$ cat src/rtl/hnf_snreq_queue.sv
// hnf_snreq_queue: buffers ReadNoSnp flits from the SLC/SF miss path and issues
// them in order on the CHI TXREQ link, gated by link-layer credits.

package hnf_snreq_pkg;
  // Request flit fields carried unmodified from the SLC to the SN-F
  typedef struct packed {
    logic [47:0] addr;
    logic [2:0]  size;
    logic [11:0] txn_id;
    logic [10:0] src_id;
    logic [10:0] return_nid;
    logic [11:0] return_txn_id;
  } reqflit_t;
endpackage

module hnf_snreq_queue
  import hnf_snreq_pkg::*;
#(
  parameter int DEPTH   = 4,
  parameter int MAX_CRD = 15
) (
  input  logic                   clock,
  input  logic                   reset,
  input  reqflit_t               read_no_snp,
  input  logic                   read_no_snp_v,
  output logic                   txreq_flitpend,
  output logic                   txreq_flitv,
  output reqflit_t               txreq_flit,
  input  logic                   txreq_lcrdv,
  output logic                   full,
  output logic [$clog2(DEPTH):0] occupancy,
  output logic                   overflow,
  output logic                   crd_err
);

  localparam int PTR_W = $clog2(DEPTH);
  localparam int CNT_W = PTR_W + 1;
  localparam int CRD_W = $clog2(MAX_CRD + 1);

  // Flit storage; no reset so it can map onto block RAM
  reqflit_t mem [DEPTH];

  logic [PTR_W-1:0] wr_ptr_reg;
  logic [PTR_W-1:0] rd_ptr_reg;
  logic [CNT_W-1:0] count_reg;
  logic [CNT_W-1:0] count_next;
  logic [CRD_W-1:0] crd_reg;
  logic [CRD_W-1:0] crd_next;
  logic             pend_reg;
  logic             flitv_reg;
  reqflit_t         flit_reg;
  logic             overflow_reg;
  logic             crd_err_reg;

  logic full_c;
  logic push;
  logic send;
  logic crd_sat;

  // Push/send decisions, next count and next credit value
  always_comb begin
    full_c     = (count_reg == CNT_W'(DEPTH));
    push       = read_no_snp_v & ~full_c;
    // pend_reg guarantees flitpend was visible for a cycle before flitv
    send       = (count_reg != '0) & (crd_reg != '0) & pend_reg;
    count_next = count_reg + CNT_W'(push) - CNT_W'(send);
    // A credit beyond the maximum with nothing consumed is a protocol error
    crd_sat    = (crd_reg == CRD_W'(MAX_CRD)) & txreq_lcrdv & ~send;
    crd_next   = crd_reg;
    if (txreq_lcrdv & ~send & ~crd_sat) begin
      crd_next = crd_reg + CRD_W'(1);
    end else if (send & ~txreq_lcrdv) begin
      crd_next = crd_reg - CRD_W'(1);
    end
  end

  // Storage write; an empty-FIFO push still goes through the array (no bypass)
  always_ff @(posedge clock) begin
    if (push) begin
      mem[wr_ptr_reg] <= read_no_snp;
    end
  end

  // Pointers, count, credits, pending flag and sticky error flags
  always_ff @(posedge clock or negedge reset) begin
    if (!reset) begin
      wr_ptr_reg   <= '0;
      rd_ptr_reg   <= '0;
      count_reg    <= '0;
      crd_reg      <= '0;
      pend_reg     <= 1'b0;
      overflow_reg <= 1'b0;
      crd_err_reg  <= 1'b0;
    end else begin
      if (push) begin
        wr_ptr_reg <= wr_ptr_reg + PTR_W'(1);
      end
      if (send) begin
        rd_ptr_reg <= rd_ptr_reg + PTR_W'(1);
      end
      count_reg <= count_next;
      crd_reg   <= crd_next;
      pend_reg  <= (count_next != '0);
      if (read_no_snp_v & full_c) begin
        overflow_reg <= 1'b1;
      end
      if (crd_sat) begin
        crd_err_reg <= 1'b1;
      end
    end
  end

  // Registered read into the TXREQ flit; the flit holds while nothing is sent
  always_ff @(posedge clock or negedge reset) begin
    if (!reset) begin
      flitv_reg <= 1'b0;
      flit_reg  <= '0;
    end else begin
      flitv_reg <= send;
      if (send) begin
        flit_reg <= mem[rd_ptr_reg];
      end
    end
  end

  assign txreq_flitpend = pend_reg;
  assign txreq_flitv    = flitv_reg;
  assign txreq_flit     = flit_reg;
  assign full           = full_c;
  assign occupancy      = count_reg;
  assign overflow       = overflow_reg;
  assign crd_err        = crd_err_reg;

endmodule

$ cat config.mk
export PLATFORM = sky130hd
export DESIGN_NAME = hnf_snreq_queue
export DESIGN_NICKNAME = d
export VERILOG_FILES = /design/src/rtl/hnf_snreq_queue.sv
export SDC_FILE = /design/constraint.sdc
export NUM_CORES = 1
export LEC_CHECK = 0
export ABC_AREA = 1
export BUFFER_PORTS_ARGS = -buffer_cell sky130_fd_sc_hd__clkbuf_2
export CAP_MARGIN = 5
export CORE_MARGIN = 1
export CORE_UTILIZATION = 23
export CTS_BUF_LIST = sky130_fd_sc_hd__clkbuf_2
export DETAILED_ROUTE_END_ITERATION = 10
export PLACE_DENSITY_LB_ADDON = 0.15
export SLEW_MARGIN = 30
export SYNTH_ARGS = -nofsm -noshare
export SYNTH_HDL_FRONTEND = slang
export SYNTH_SLANG_ARGS = --single-unit
$ cat constraint.sdc
create_clock -name clock -period 5.4 [get_ports clock]
set_input_delay 0.54 -clock clock [delete_from_list [all_inputs] [get_ports clock]]
set_output_delay 0.54 -clock clock [all_outputs]
set_load 0.01 [all_outputs]
==> flow_metrics.py <==
metrics = {
    "worst_setup_path": {
        "cpLargestDelayFamily": "simple AND/OR/NAND/NOR gates",
        "critPathSlowestCell": "nand3_4",
        "max_stage_delay_ns": 0.67,
        "arrival_ns": 4.09,
        "path_class": "flop to flop",
        "crit_path_end_kind": "flop",
        "required_ns": 6.55,
        "worst_setup_path_start_kind": "flop",
        "cpMostUsedCell": "xor2_1",
        "worstRegToRegCells": 9,
        "cp_max_fo": 58,
        "cp_num_buf_inv": 1,
        "reg2reg_slack_ns": 2.46,
        "r2r_end": "txreq_flitpend",
        "crit_chain": "nor2_1, nand2_1, nand3_4, xor2_1, ha_1, fa_1, inv_1, xor2_1, or3_1",
        "regToRegStartpoint": "crd_reg[0]",
    },
    "global_route": {
        "antenna_found_initial": 11,
        "grt_pass1_vias": 13186,
        "grt_max_degree": 135,
        "grt_pass1_wl_um": 80000,
        "gr-total-overflow": 0,
        "grtUsageTotal_pct": 13.0,
    },
    "floorplan": {
        "num_io_pins": 206,
        "core-area_um2": 80900,
        "dieWidth_um": 289,
        "die-area_um2": 83300,
        "num_rows": 104,
        "start_util_pct": 23.4,
        "die_height_um": 289,
    },
    "layout": {
        "fillers": 8353,
        "largest_reg_flops": 388,
        "multi_input_area_um2": 3950,
        "fin_util_pct": 30.1,
        "syn2layout_area_growth_pct": 29.0,
        "nets": 1931,
        "drive_above_1_share_pct": 24.1,
        "register_area_um2": 14500,
    },
    "detailed_routing": {
        "drc": 0,
        "wirelength_um": 52900,
        "drtIter0Drc": 491,
        "wl_per_cell_um": 17.6,
        "ant_nets": 0,
        "vias": 12261,
        "drt-pass1-iter-count": 4,
        "via_per_inst": 4.08,
    },
    "clock_network": {
        "cts_resized": 0,
        "cts_root_buf": "clkbuf_2",
        "cts_tree": "done",
        "numCtsBuffers": 142,
        "path_clk_slew_ns": 0.10,
        "cts_sinks": 500,
        "clock_latency_ns": 1.28,
        "cts_max_level": 4,
        "clockBufferDepth": 3,
    },
    "min_path": {
        "hold_depth": 2,
        "hold_start": "read_no_snp[63]",
        "min_path_type": "primary input to flop",
        "whs_endpoint": "mem[3][63]",
    },
    "sta": {
        "drv_slew": 0,
        "relSlewSlack_pct": 37.8,
        "rsz0062_at_grt": "no",
        "finalClockSkew_ns": 0.112,
        "fmax_ghz": 0.340,
        "fin_crit_ns": 2.94,
        "finalWorstSetupSlack_ns": 2.46,
        "period_share_pct": 54.4,
        "worst_pin_slew_ns": 0.932,
        "finalHoldViolations": 0,
        "setup_viol": 0,
        "tns_ns": 0,
    },
    "place": {
        "io_buffer_count": 205,
        "gp_congestion": 0.675,
        "dpl.hpwl_um": 28100,
        "dp_worst_setup_slack_ns": 2.38,
    },
    "logic_synthesis": {
        "synth-seq-cells": 500,
        "syn_inst": 1330,
        "syn_nets": 1440,
        "ys_seq_area_share_pct": 76.5,
        "synth_area_per_cell_um2": 14.2,
        "synth.distinct_cells": 28,
        "syn_area_um2": 18900,
        "synth_warnings": 0,
    },
    "job": {
        "drv_cap": 0,
    },
    "power_and_ir_drop": {
        "power.density_nw_per_um2": 535,
        "leakage_nw": 9.82,
        "ir_worst_vdd_v": 0.000359,
    },
    "run_status": {
        "status": "finished clean",
    },
}
[how the worst max path moves through the flow]
| stage | startpoint | end | slack (ns) | cells after the start |
|---|---|---|---|---|
| finish | crd_reg[0] | txreq_flitpend | 2.46 | 9 |
| global route | occupancy[0] | crd_reg[3] | 2.12 | 13 |
| CTS | crd_reg[0] | txreq_flitpend | 2.36 | 9 |
| detailed placement | crd_reg[0] | txreq_flitpend | 2.38 | 9 |
| global placement | crd_reg[0] | txreq_flitpend | 2.44 | 9 |
| floorplan | occupancy[1] | mem[0][0] | 0.06 | 4 |
[synth_stat cells, drive strengths merged]
cell type | instances | area, um2
clkbuf | 24 | 90.1
nor2 | 110 | 420
o21ai | 101 | 513
or3 | 1 | 6.26
ha | 7 | 87.6
edfxtp | 388 | 11700
inv | 18 | 70.1
nand2 | 307 | 1150
mux2i | 97 | 971
xor2 | 7 | 61.3
nand3 | 6 | 35.0
o22ai | 97 | 607
a21oi | 1 | 5.00
a31o | 2 | 17.5
buf | 50 | 370
dfrtp | 112 | 2800
fa | 2 | 40.0
[cell families after synthesis]
| family | count (synthesis) | share of synthesized area [%] |
|---|---|---|
| flops | 500 | 76.5 |
| mux | 97 | 5.14 |
| buf+inv | 92 | 2.81 |
| fa+ha+maj | 9 | 0.675 |
| compound gates | 201 | 6.04 |
| xor+xnor | 7 | 0.324 |
| simple gates | 424 | 8.54 |
[layout make-up]
cell class                      instances  share of cell area, %
Antenna cell                            8                 0.0821
Clock buffer                          220                   4.51
Clock inverter                         37                  0.672
Inverter                               18                  0.298
Multi-Input combinational cell        738                   16.2
Sequential cell                       500                   59.3
Tap cell                             1060                   5.44
Timing Repair Buffer                  421                   13.5
[layer usage]
metal	up-vias	GRT usage (%)	wire length, um
li1	5894	-	-
met1	5947	16.0	23300
met2	287	20.8	25400
met3	119	4.02	2810
met4	14	5.61	1310
met5	-	0	82
[placed cells by master (no fill, tap or decap), drive strengths merged]
cell type | netlist | final
clkbuf | 24 | 424
o22ai | 97 | 97
or3 | 1 | 1
nor2 | 110 | 110
a21oi | 1 | 1
dlygate4sd3 | 0 | 201
dfrtp | 112 | 112
buf | 50 | 16
ha | 7 | 7
nand3 | 6 | 6
a31o | 2 | 2
clkinv | 0 | 30
xor2 | 7 | 7
clkinvlp | 0 | 2
diode | 0 | 8
o21ai | 101 | 101
edfxtp | 388 | 388
mux2i | 97 | 97
nand2 | 307 | 307
fa | 2 | 2
inv | 18 | 23
[where the power goes]
part,internal [W],leakage [nW],switching (W)
registers,0.00526,4.90,0.000575
clock network,0.00108,0.995,0.00166
logic,0.00153,3.93,0.00293
total,0.00787,9.82,0.00516
[per-stage QoR]
| step | power, W | cells | hold WS [ns] | area, um2 |
|---|---|---|---|---|
| after floorplan | 0.00876 | 1330 | 0.244 | 18900 |
| after global placement | 0.0104 | 2533 | 0.461 | 21000 |
| after detailed placement | 0.0105 | 2535 | 0.465 | 21100 |
| after CTS | 0.0134 | 2994 | 0.000745 | 24400 |
| after global routing | 0.0142 | 3001 | 0.0612 | 24400 |
| final | 0.0130 | 3002 | 0.229 | 24400 |
[what timing repair did]
item,in CTS,in global routing
endpoints found under the hold margin,518,0
setup buffers,0,0
hold buffers,202,0
Note: power is estimated with default switching activity, not from simulation.
